## src/rtl/pkt_stage_fifo.sv

```systemverilog
// pkt_stage_fifo: elastic DEPTH-entry packet buffer between pipeline stages with flush and drop counting.
// Optional same-cycle pass-through when empty: define PKT_STAGE_FIFO_BYPASS_EN.
module pkt_stage_fifo #(
    parameter int WIDTH        = 256,
    parameter int DEPTH        = 4,
    parameter int AFULL_THRESH = 3
) (
    input  logic                       clk,
    input  logic                       rst_n,
    input  logic                       flush,
    input  logic                       in_valid,
    output logic                       in_ready,
    input  logic [WIDTH-1:0]           in_packet,
    output logic                       out_valid,
    input  logic                       out_ready,
    output logic [WIDTH-1:0]           out_packet,
    output logic [$clog2(DEPTH+1)-1:0] count,
    output logic                       almost_full,
    output logic [7:0]                 flush_drops
);
    localparam int PW = $clog2(DEPTH);
    localparam int CW = $clog2(DEPTH+1);

    logic [WIDTH-1:0] mem [DEPTH];
    logic [PW-1:0]    wr_ptr, rd_ptr;
    logic             bypass, push, pop, empty;
    logic [8:0]       drops_sum;

    function automatic logic [PW-1:0] inc(input logic [PW-1:0] p);
        return (p == PW'(DEPTH-1)) ? '0 : p + 1'b1;
    endfunction

`ifdef PKT_STAGE_FIFO_BYPASS_EN
    assign bypass = empty & in_valid & out_ready & ~flush;
`else
    assign bypass = 1'b0;
`endif

    assign empty       = (count == '0);
    assign in_ready    = (count != CW'(DEPTH));
    assign out_valid   = ~empty | bypass;
    assign out_packet  = bypass ? in_packet : (empty ? '0 : mem[rd_ptr]);
    assign almost_full = (count >= CW'(AFULL_THRESH));
    assign push        = in_valid & in_ready & ~bypass & ~flush;
    assign pop         = ~empty & out_ready & ~flush;
    assign drops_sum   = {1'b0, flush_drops} + 9'(count);

    always_ff @(posedge clk or negedge rst_n) begin
        if (!rst_n) begin
            wr_ptr      <= '0;
            rd_ptr      <= '0;
            count       <= '0;
            flush_drops <= '0;
        end else if (flush) begin
            wr_ptr      <= '0;
            rd_ptr      <= '0;
            count       <= '0;
            flush_drops <= drops_sum[8] ? 8'hff : drops_sum[7:0];
        end else begin
            if (push) wr_ptr <= inc(wr_ptr);
            if (pop) rd_ptr <= inc(rd_ptr);
            count <= count + CW'(push) - CW'(pop);
        end
    end

    // Storage is not reset; gating on rst_n keeps a write from landing while reset is held.
    always_ff @(posedge clk) begin
        if (push && rst_n) mem[wr_ptr] <= in_packet;
    end
endmodule

```

## config.mk

```make
export PLATFORM = sky130hd
export DESIGN_NAME = pkt_stage_fifo
export DESIGN_NICKNAME = d
export VERILOG_FILES = /design/src/rtl/pkt_stage_fifo.sv
export SDC_FILE = /design/constraint.sdc
export NUM_CORES = 1
export LEC_CHECK = 0
export CORE_MARGIN = 1.5
export CORE_UTILIZATION = 25
export DETAILED_ROUTE_END_ITERATION = 10
export GPL_TIMING_DRIVEN = 1
export PLACE_DENSITY = 0.5
export SLEW_MARGIN = 15
export SYNTH_ARGS = -nofsm -noshare
export SYNTH_HDL_FRONTEND = slang
export SYNTH_SLANG_ARGS = --single-unit
```

## constraint.sdc

```tcl
create_clock -name clk -period 10.2 [get_ports clk]
set_input_delay 2.04 -clock clk [delete_from_list [all_inputs] [get_ports clk]]
set_output_delay 2.04 -clock clk [all_outputs]
set_load 0.005 [all_outputs]
```

# ---- Word level (Yosys, flattened, before mapping)
# Memories as Yosys holds them, arrays and structs flattened.
# Cells that the tools add are included.
dict set report totals {
  ff_bits 15
  ramBits 1024
  in_bits 261
  output_inout_bits 270
  wordCells 35
  memories 1
}
dict set report op_classes {
  n_addsub 5
  magnitude_cmp 1
  eq_ne 3
  muxes 11
  n_bitwise 6
  reduce_logical 4
}
# memory words word_bits read_ports rd_ports_with_merged_regs write_ports line_no
set mem_list {}
lappend mem_list {mem 4 256 1 0 1 24} ;# logic [WIDTH-1:0] mem [DEPTH];
# operator count
set ops {}
lappend ops {{2-to-1 mux 256 bit} 1}
lappend ops {{2-to-1 mux 2 bit} 6}
lappend ops {{adder 8 x 3 -> 9 bit} 1}
lappend ops {{2-to-1 mux 8 bit} 1}
lappend ops {{adder 2 x 1 -> 2 bit, second input constant} 2}
lappend ops {{bitwise AND 1 bit} 4}
lappend ops {{== test 2 bit, second input constant} 2}
lappend ops {{nonzero test 2 bit} 2}
lappend ops {{adder 3 x 1 -> 3 bit} 1}
lappend ops {{greater-or-equal comparator 3 x 2 -> 1 bit, second input constant} 1}
lappend ops {{logical NOT 3 bit} 1}
lappend ops {{2-to-1 mux 3 bit} 1}
lappend ops {{inequality test 3 bit, second input constant} 1}
lappend ops {{subtractor 3 x 1 -> 3 bit} 1}
lappend ops {{2-to-1 mux 1 bit} 2}
lappend ops {{NOT 1 bit} 2}
lappend ops {{logical AND 1 bit} 1}

# ---- Logic depth before layout (Yosys ltp)
dict set report depth {
  depth_word 6
  depth_mapped 10
  depth_no_buf 10
}

# ---- Least setup slack after synthesis
# OpenSTA, ideal clock, no wires.
dict set report synth_timing {
  path_type {input to register}
  from {in flush}
  to {mem mem[3][0], enable pin}
  setup_time_ps 649
  arrival_time_ps 8322
  t_required_ps 9551
  setup_slack_ps 1228
  stages 3
  path_buffers 1
  path_cell_list {buf_2 nor3_1 and2_1}
}
dict set report synth_between {
  elab_chain_cells 5
}
# element line_no
set synth_rtl {}
lappend synth_rtl {{start: declaration} 10} ;# input logic flush,
lappend synth_rtl {{NOT 1 bit} 44} ;# assign push = in_valid & in_ready & ~bypass & ~flush;
lappend synth_rtl {{bitwise AND 1 bit} 44}
lappend synth_rtl {{logical AND 1 bit} 68} ;# if (push && rst_n) mem[wr_ptr] <= in_packet;
lappend synth_rtl {{2-to-1 mux 1 bit} 68}
lappend synth_rtl {{2-to-1 mux 1 bit (not written as such)} 68}
lappend synth_rtl {{end: declaration} 24}
# No other way between the ends.

# ---- Worst setup path in the final report
dict set report layout_timing {
  from {reg rd_ptr[0]}
  to {out out_packet[71]}
}
dict set report layout_between {
  elab_chain_cells 2
}
# element line_no
set layout_rtl {}
lappend layout_rtl {{start: declaration} 25} ;# logic [PW-1:0] wr_ptr, rd_ptr;
lappend layout_rtl {{start signal: assignment} 61} ;# if (pop) rd_ptr <= inc(rd_ptr);
lappend layout_rtl {{memory read (4 x 256 bit)} --}
lappend layout_rtl {{2-to-1 mux 256 bit} 42} ;# assign out_packet = bypass ? in_packet : (empty ? '0 : mem[rd_ptr]);
lappend layout_rtl {{end: declaration} 16} ;# output logic [WIDTH-1:0] out_packet,
# No other way between the ends.

==> qor.yml <==
synth-adder-area-share_pct: 0.448
grt_pass1_wl_um: 141000
rsz0062_at_grt: "false"
ir_drop_uv: 156
tns_ns: 0
clock-sinks: 1039
drcViolationCount: 0
hold_class: "reg2reg"
fin_hold_ws_ns: 0.583
leakage_nw: 15.7
vias: 18877
max_slew.worst_pin.slew_ns: 1.46
cts_made_buffers: 115
gr-total-overflow: 0
yosysTopAreaCellShare_pct: 77.6
path_class: "reg2out"
netlist_area_um2: 39600
ys.warnings.count: 0
routedWlPerCell_um: 21.4
synth_top_family_by_area: "multiplexers"
skew_ns: 0.0236
synth.area.mux_share_pct: 14.7
rows: 145
gp_congestion: 0.741
critical_path.max_fanout: 86
ctsHoldBuffers: 0
synth_compound_area_share_pct: 0.253
grt_usage_pct: 11.7
dieArea_um2: 161000
drtIter0Drc: 858
io_pins: 531
yosys.area_share.xor_xnor_pct: 0.0442
hold_violations: 0
powerDensity_nw_per_um2: 232
whs_path_depth: 2
cts_root_buffer: "clkbuf_16"
maxSlewHeadroom_pct: 2.87
postRouteAntennaNets: 0
reg2regPathDepth: 5
start_util_pct: 25.3
fin_crit_sh_pct: 61.5
required_ns: 8.16
synthToLayoutAreaGrowth_pct: 28.5
postLayoutSetupSlackWorst_ns: 3.93
pre_cts_ws_ns: 4.05
postCtsSetupBuffers: 0
cts_buffer_depth: 3
die_h_um: 401
start_kind: "register"
antenna_found_initial: 37
r2r_start: "count[1]$_DFF_PN0_"
synth_simple_gate_area_share_pct: 4.50
wl_um: 95500
cts_tree: "built"
synthDistinctLibCells: 32
r2r_end: "mem[1][156]$_DFFE_PP_"
r2r_slack_ns: 6.63
max_cap_violations: 0
synthesis.nets: 1994
clk_latency_ns: 0.70
place_hpwl_um: 56400
first_global_vias: 20697
arrival_ns: 4.23
cts_resized: 0
drt_first_pass_iters: 4
status: "complete, no violations"
die_x_um: 401
hp-start: "flush_drops[2]$_DFFE_PN0P_"
avgSynthCellArea_um2: 23.0
setup_viol_count_final: 0
num-nets-final: 2572
post-route-min-period_ns: 6.27
synthCells: 1720
synth_area_leaders: "edfxtp_1 78%, mux4_2 15%, and2_1 4.1%"
grt_max_degree: 124
synth_seq_cells: 1039
postLayoutCellArea_um2: 50900
cts_max_level: 3
fmax_mhz: 159
synth.largest_area_cell: "edfxtp_1"
yosysSeqAreaShare_pct: 78.6
min_to: "flush_drops[2]$_DFFE_PN0P_"
io_buffers: 530
end_kind: "output pin"
clk_pin_slew_ns: 0.06
vias_per_cell: 4.24
dpl_cell_area_um2: 47200
final_layout_size_suffix_gt1_share_pct: 18.6
coreArea_um2: 157000
final_max_slew_viol_count: 0
-- cells in the mapped netlist (all sizes together) --
master / instances
a211oi: 1
a21o: 1
a21oi: 5
a31oi: 1
a41oi: 1
and2: 260
and3: 1
buf: 57
clkbuf: 32
dfrtp: 15
edfxtp: 1024
fa: 2
ha: 11
inv: 9
mux2: 1
mux2i: 4
mux4: 256
nand2: 8
nand3: 6
nand4: 1
nor2: 3
nor2b: 2
nor3: 2
nor3b: 1
o21ai: 6
o31ai: 2
or3: 3
or4: 2
or4b: 1
xor2: 2
-- registers in the layout, indices dropped and copies added (netlist names) --
register and flops:
mem 1024, flush_drops 8, count 3, rd_ptr 2, wr_ptr 2
-- worst max path at each step --
stage	start	to	slack, ns	cells after the start
detailed placement	rst_n	mem[1][225]$_DFFE_PP_	4.05	6
CTS	count[1]$_DFF_PN0_	out_packet[9]	3.63	5
global placement	rst_n	mem[1][173]$_DFFE_PP_	4.07	6
finish	rd_ptr[0]$_DFFE_PN0P_	out_packet[71]	3.93	5
global route	count[1]$_DFF_PN0_	out_packet[9]	3.54	5
floorplan	flush	mem[3][0]$_DFFE_PP_	1.23	3
-- cells by family after synthesis --
kind of cell,after synthesis
xor gates and xnor gates,2
and+or+nand+nor,290
adders and majority gates,13
muxes,261
buffers and inverters,98
DFF,1039
AOI/OAI and AO/OA,17
-- per-layer routing --
layer	global-route usage (%)	share of wire (%)	up-vias	wire (um)
met5	0	0.41	-	387
met4	3.62	2.3	58	2240
met3	4.87	8.8	182	8390
met2	19.4	49	515	46700
met1	13.9	40	9889	37800
li1	-	-	8233	-
-- critical path, stage by stage, from the launching register on --
cell             delay, ns
dfrtp_4               0.93
buf_12                0.50
buf_4                 0.54
mux4_2                0.57
and2_1                0.18
clkdlybuf4s50_1       0.44
-- where the power goes --
group	switching [mW]	leakage, nW	internal [mW]
sequential	0.0789	9.43	4.82
clock	1.66	1.77	2.33
combinational	1.27	4.45	1.63
-- placed cells by master (no fill, tap or decap), types with 2 or more instances in the layout --
cell,instances
a21oi_1,5
and2_1,256
and2_4,4
buf_12,11
buf_4,9
bufinv_16,9
clkbuf_1,26
clkbuf_16,117
clkdlybuf4s50_1,530
clkinv_1,27
clkinv_2,17
clkinv_4,4
clkinvlp_4,5
dfrtp_1,13
dfrtp_4,2
diode_2,3
edfxtp_1,1024
fa_1,2
ha_1,11
inv_1,9
inv_6,5
mux2i_1,4
mux4_2,256
nand2_1,8
nand3_1,6
nor2_1,3
nor2b_1,2
nor3_1,2
o21ai_0,6
o31ai_1,2
or3_1,2
or4_1,2
xor2_1,2
-- area by class of cell --
class | count | area [um^2]
Clock inverter | 70 | 631
Sequential cell | 1039 | 31100
Fill cell | 14996 | 106000
Tap cell | 2058 | 2570
Antenna cell | 3 | 7.51
Multi-Input combinational cell | 583 | 7910
Clock buffer | 143 | 3030
Inverter | 9 | 33.8
Timing Repair Buffer | 550 | 5590
-- metrics by stage --
step,power (mW),util (%),cells
6_report,11.8,32.5,4455
5_1_grt,12.3,32.5,4454
4_1_cts,12.0,32.5,4452
3_5_place_dp,8.00,30.1,4239
3_3_place_gp,7.98,30.1,4239
2_1_floorplan,6.36,-,1720
Note: power is estimated with default switching activity, not from simulation.
